`src/rtl/blink_led_multi.sv`:
```
// blink_led_multi: N_CH independent LED blinkers sharing one millisecond
// prescaler. Each channel runs in toggle mode (square wave, 2*period ms) or
// pulse mode (1 ms high every period ms). New period/mode values are only
// taken at a period boundary, so a running period is never cut short.
//
// Optional feature: define BLINK_LED_SYNC_EN to add the 'sync' input, which
// phase-aligns every channel and the prescaler in a single cycle.
module blink_led_multi #(
  parameter int N_CH        = 4,
  parameter int PERIOD_W    = 16,
  parameter int CLKS_PER_MS = 100000
) (
  input  logic                     clk,
  input  logic                     reset,
  input  logic                     en,
`ifdef BLINK_LED_SYNC_EN
  input  logic                     sync,
`endif
  input  logic [N_CH*PERIOD_W-1:0] period,
  input  logic [N_CH-1:0]          mode,
  output logic [N_CH-1:0]          led,
  output logic                     ms_tick
);

  localparam int                 PRESC_W    = (CLKS_PER_MS > 1) ? $clog2(CLKS_PER_MS) : 1;
  localparam logic [PRESC_W-1:0] PRESC_LAST = PRESC_W'(CLKS_PER_MS - 1);
  localparam logic [PERIOD_W-1:0] ONE_MS    = PERIOD_W'(1);

  logic [PRESC_W-1:0]  presc_q, presc_d;
  logic                ms_tick_q, ms_tick_d;
  logic [PERIOD_W-1:0] cnt_q [N_CH];
  logic [PERIOD_W-1:0] cnt_d [N_CH];
  logic [PERIOD_W-1:0] sp_q  [N_CH];
  logic [PERIOD_W-1:0] sp_d  [N_CH];
  logic [N_CH-1:0]     sm_q, sm_d;
  logic [N_CH-1:0]     led_q, led_d;
  logic                tick;

  // The millisecond boundary: last prescaler count of an enabled cycle.
  assign tick = en && (presc_q == PRESC_LAST);

  // Next-state for prescaler, tick output and every channel.
  always_comb begin
    // NOTE: every variable gets its hold value first, so no path through
    // the branches below can leave one unassigned and infer a latch.
    presc_d   = presc_q;
    ms_tick_d = tick;
    cnt_d     = cnt_q;
    sp_d      = sp_q;
    sm_d      = sm_q;
    led_d     = led_q;

    if (en) begin
      presc_d = tick ? '0 : presc_q + PRESC_W'(1);
    end

    if (tick) begin
      for (int i = 0; i < N_CH; i++) begin
        if (sp_q[i] == '0) begin
          // Channel off: stay dark and keep sampling the period input.
          led_d[i] = 1'b0;
          cnt_d[i] = '0;
          sp_d[i]  = period[i*PERIOD_W +: PERIOD_W];
          sm_d[i]  = mode[i];
        end else if (cnt_q[i] != sp_q[i] - ONE_MS) begin
          cnt_d[i] = cnt_q[i] + ONE_MS;
          if (sm_q[i]) begin
            led_d[i] = 1'b0;
          end
        end else begin
          // Period boundary: the only point where new settings take effect.
          cnt_d[i] = '0;
          sp_d[i]  = period[i*PERIOD_W +: PERIOD_W];
          sm_d[i]  = mode[i];
          if (mode[i]) begin
            led_d[i] = 1'b1;
          end else if (!sm_q[i]) begin
            led_d[i] = ~led_q[i];
          end
          // Pulse -> toggle switch keeps the current level until next wrap.
        end
      end
    end

`ifdef BLINK_LED_SYNC_EN
    // Sync wins over a coincident tick and works even while disabled.
    if (sync) begin
      presc_d   = '0;
      ms_tick_d = 1'b0;
      led_d     = '0;
      for (int i = 0; i < N_CH; i++) begin
        cnt_d[i] = '0;
        sp_d[i]  = period[i*PERIOD_W +: PERIOD_W];
        sm_d[i]  = mode[i];
      end
    end
`endif
  end

  // State registers with asynchronous active-high clear.
  always_ff @(posedge clk or posedge reset) begin
    if (reset) begin
      // NOTE: the per-channel arrays are ordinary flops, not a RAM, so they
      // are cleared element by element in the asynchronous reset.
      presc_q   <= '0;
      ms_tick_q <= 1'b0;
      sm_q      <= '0;
      led_q     <= '0;
      for (int i = 0; i < N_CH; i++) begin
        cnt_q[i] <= '0;
        sp_q[i]  <= '0;
      end
    end else begin
      // NOTE: non-blocking assignments so every register samples the
      // pre-edge values computed above, independent of statement order.
      presc_q   <= presc_d;
      ms_tick_q <= ms_tick_d;
      cnt_q     <= cnt_d;
      sp_q      <= sp_d;
      sm_q      <= sm_d;
      led_q     <= led_d;
    end
  end

  assign led     = led_q;
  assign ms_tick = ms_tick_q;

endmodule

```
`config.mk`:
```
export PLATFORM = sky130hd
export DESIGN_NAME = blink_led_multi
export DESIGN_NICKNAME = d
export VERILOG_FILES = /design/src/rtl/blink_led_multi.sv
export SDC_FILE = /design/constraint.sdc
export NUM_CORES = 1
export LEC_CHECK = 0
export ABC_AREA = 1
export BUFFER_PORTS_ARGS = -buffer_cell sky130_fd_sc_hd__buf_2
export CORE_AREA = 4 4 160 147
export DETAILED_ROUTE_END_ITERATION = 10
export DIE_AREA = 0 0 164 151
export HOLD_SLACK_MARGIN = 0.1
export PLACE_DENSITY = 0.63
export SLEW_MARGIN = 20
export SYNTH_ARGS = -nofsm -noshare
export SYNTH_HDL_FRONTEND = slang
export SYNTH_SLANG_ARGS = --single-unit
```
`constraint.sdc`:
```
create_clock -name clk -period 9.7 [get_ports clk]
set_input_delay 1.94 -clock clk [delete_from_list [all_inputs] [get_ports clk]]
set_output_delay 1.94 -clock clk [all_outputs]
set_load 0.1 [all_outputs]
```
# --- Word level (Yosys, flattened, before mapping) ---
# Index checks and enable logic that the tools add are counted.
totals:
  ram_bits: 0
  reg_bits: 154
  memories: 0
  rom_bits: 0
  word_cells: 106
  in_bits: 71
  latch_bits: 0
classes:
  n_bitwise: 4
  reduce_logical: 13
  n_mux: 45
  eq_ne: 17
  n_shift: 0
  n_addsub: 9
  n_lt_le_gt_ge: 0
  div_mod_pow: 0
  n_mul: 0
ops:
  columns: ["cell", "count"]
  rows:
  - ["two-way mux 16 bit", 16]
  - ["adder 16 x 1 -> 16 bit, second input constant", 4]
  - ["zero test 16 bit", 4]
  - ["!= test 16 bit", 4]
  - ["subtractor 16 x 1 -> 16 bit, second input constant", 4]
  - ["two-way mux 1 bit", 28]
  - ["adder 17 x 1 -> 17 bit, second input constant", 1]
  - ["== test 17 bit, second input constant", 1]
  - ["two-way mux 17 bit", 1]
  - ["!= test 4 x 2 -> 1 bit, second input constant", 4]
  - ["!= test 3 bit, second input constant", 4]
  - ["AND reduction 3 bit", 4]
  - ["!= test 2 bit, second input constant", 4]
  - ["AND reduction 2 bit", 4]
  - ["inverter 1 bit", 4]
  - ["logical AND 1 bit", 1]

# --- Logic depth before layout (Yosys ltp) ---
depth:
  ltp_word: 5
  ltp_mapped: 17

# --- Worst setup path after synthesis ---
# OpenSTA, ideal clock, no wires.
synth_path:
  kind: "input to register"
  startpoint: "input port en"
  endpoint: "register cnt_q[6] (netlist name)"
  slack_ns: 6.416
  path_stages: 11
  t_required_ns: 9.582
  arrival_ns: 3.165
  setup_ns: 0.118
  path_buffers: 1
  cell_sequence: "nand2_1 -> inv_1 -> nand2_1 -> nor3_2 -> nand2_1 -> inv_2 -> buf_2 -> nand3_1 -> nor3_1 -> xor2_1 -> nor2_1"
synth_between:
  elab_chain_len: 1
synth_lines:
  columns: ["item", "line", "text"]
  rows:
  - ["start: declaration", "15", "input logic en,"]
  - ["logical AND 1 bit", "40", "assign tick = en && (presc_q == PRESC_LAST);"]
  - ["end signal: assignment", "118", "cnt_q <= cnt_d;"]
  - ["end: declaration", "31", "logic [PERIOD_W-1:0] cnt_q [N_CH];"]
# No other way between the ends.
# A chain may end at the register's enable or synchronous reset.

# --- Final worst setup path ---
# Ends and elaborated chain as after synthesis.

==> results.md <==
- Post-synth ARST share: 100%
- Initial antenna violation count: 0
- Final nets: 1777
- P_int: 1.12 mW
- Avg WL per Cell: 13.6 um
- Largest net degree at the start of global routing: 80
- CTS H-tree depth: 4
- Total track usage: 22.4%
- Final Setup Violations: 0
- Clock skew: 0.0110 ns
- CP arrival: 4.34 ns
- Fin. max-slew vios: 0
- CP Max Fanout: 21
- Worst r2r src: sp_q[32]
- Clock Power Share: 48.3%
- Share of layout cells above drive strength 1: 9.18%
- DRT Pass-1 Iters: 5
- Status: finished, final reports clean
- RSZ-0062 raised after global routing: false
- Via density: 5.10
- First-pass GRT wire length: 45.5 mm
- Register area share after synthesis: 35.9%
- Grt ovf: 0
- Multi-input logic area: 5980 um^2
- TNS Setup: 0 ns
- PnR worst setup slack: 5.64 ns
- Placed insts: 1975
- Core ar.: 22000 um^2
- Vias in the first global route: 9249
- # fillers: 2204
- YS warnings: 0
- Antenna diode count: 0
- Psw: 350 uW
- P_leak: 6.27 nW
- Post-Route WL: 27.3 mm
- Post CTS Setup Buffer Count: 0
- Primary FF master, synth: dfrtp_1
- Netlist cell types: 40
- RePlAce Congestion: 0.887
- R2R setup slack: 6.58 ns
- CP startpoint kind: input pin
- FF+latch count, synth: 154
- Initial Util: 48.9%
- Hold Slack: 0.464 ns
- Post-synth EDFFs: 0
- Placement Setup Slack: 5.22 ns
- Switching share of power: 23.9%
- PD cells: 122 nW/um^2
- Ports: 76
- Hold bufs inserted after CTS: 0
- Die W: 164 um
- CTS Sinks: 154
- Clk root buf: clkbuf_16
- CP Capture Type: flip-flop
- Minimum clock period: 4.06 ns
- CTS tree: done
- Total CTS buffers: 17
- Worst EP required: 9.98 ns
- Worst hold path depth: 1
- Commonest non-fill, non-tap cell in the layout: nand2_1
- Number of max-cap violations: 0
- Worst-skew pair later-pin latency: 0.43 ns
- Iter 0 DRT Violations: 751
- Mapped Cells: 1622
- Part of the power in registers: 46.2%
- Maximum VDD drop: 0.0000937 V
- Min-delay src: presc_q[14]
- Hold path endpoint: presc_q[14]
- Area delta synth->final: 11.7%
- Final ANT Viol Nets: 0
- Worst R2R End: cnt_q[45]
- Rows: 52
- Critical path type: in2reg
- Commonest cells after routing, fill and taps aside: 497 x nand2_1, 270 x nor2_1, 195 x inv_1, 154 x dfrtp_1, 121 x nand3_1
- Register Area: 3850 um^2
- Slew margin rel.: 39.7%
- Final Non-Filler Cells: 2007
- Post-CTS resize count: 0
- DPL Wire Length: 19.9 mm
- Max Freq: 246 MHz
- Comb power frac: 5.5%
- Worst-margin pin slew: 0.903 ns
- Vias: 10.2k
- Clk slew on worst S/H paths: 0.06 ns
- PortBufs: 75
- Hold Fails Final Rpt: 0
- DR DRC count: 0
- CTS max path bufs: 2
- Die Y: 151 um
- Mapped Area: 10700 um^2
- Syn Nets: 1702
- Final Cycle Share: 41.8%
- Worst min-delay path class: reg2reg
- Cells on worst reg2reg path: 12
- Avg Cell Area, Syn: 6.62 um^2
- Die footprint: 24800 um^2
[per-stage QoR]
stage	area (um^2)	power [mW]	utilization (%)
floorplan	10700	0.736	-
global placement	11400	0.767	51.8
detailed placement	11400	0.769	51.8
CTS	12000	1.48	54.6
global route	12000	1.53	54.6
finish	12000	1.47	54.6
[logic make-up (layout without fill, tap and decap cells)]
group	after synthesis	in the layout	share of synthesized area [%]
buf+inv	226	314	8.54
xor+xnor	93	93	7.65
simple gates	1036	1036	41.5
compound gates	104	104	5.39
fa+ha+maj	9	9	1.05
flops	154	154	35.9
[routing by layer]
metal  global-route usage, %  vias to the layer above  share of wire (%)
li1                        -                     5260                  -
met1                    33.1                     4691                 50
met2                    35.1                      253                 44
met3                    3.62                       28                4.7
met4                    4.61                        0                1.0
met5                       0                        -                  0
[cells in the mapped netlist (4+ instances only)]
cell      count  share of area, %
nand2_1     497                17
nor2_1      271               9.5
inv_1       196               6.8
dfrtp_1     154                36
nand3_1     121               5.6
xor2_1       70               5.7
o21ai_0      61               2.8
nand4_1      41               2.4
nor3_1       36               1.7
a21oi_1      23               1.1
xnor2_1      22               1.8
nand3b_1     18               1.3
nor4_1       16              0.93
ha_1          9               1.0
nor2_4        9              0.94
nand2_2       8              0.47
nor2_2        8              0.47
clkbuf_1      7              0.24
buf_2         6              0.28
buf_6         6              0.63
inv_2         6              0.21
a31oi_1       5              0.29
o21ai_1       5              0.23
buf_4         4              0.28
[power groups by stage]
| stage | clock network, mW | logic (mW) | registers, mW |
|---|---|---|---|
| after detailed placement | 0 | 0.0808 | 0.688 |
| after global placement | 0 | 0.0789 | 0.688 |
| after global routing | 0.753 | 0.0950 | 0.679 |
| after CTS | 0.724 | 0.0816 | 0.676 |
| after floorplan | 0 | 0.0529 | 0.683 |
| final | 0.708 | 0.0808 | 0.677 |
[how the worst max path moves through the flow]
stage,from,to,slack [ns],cells after the start
2_1_floorplan,reset,cnt_q[0],3.61,1
3_3_place_gp,en,cnt_q[26],5.32,12
3_5_place_dp,en,cnt_q[6],5.22,12
4_1_cts,en,cnt_q[6],5.65,12
5_1_grt,en,cnt_q[6],5.35,12
6_report,en,cnt_q[6],5.64,12
[worst max-delay path: stages]
cell,delay (ns)
buf_2,0.15
nand2_1,0.10
inv_1,0.09
nand2_1,0.09
nor3_2,0.15
nand2_1,0.41
buf_4,0.36
inv_2,0.36
nand3_1,0.19
nor3_1,0.24
xor2_1,0.19
nor2_1,0.05
[flip-flops by register name, indices dropped and copies added, names as in the netlist]
register,flops
cnt_q,64
led,4
ms_tick,1
presc_q,17
sm_q,4
sp_q,64
[final cells by class]
cell class | instances | area share [%]
well taps | 297 | 3.10
clock inverters | 10 | 1.17
multi-input cells | 1242 | 49.9
inverters | 202 | 6.36
repair buffers | 80 | 3.47
flip-flops and latches | 154 | 32.1
clock buffers | 22 | 3.95
Power figures use the tool's default switching activity.
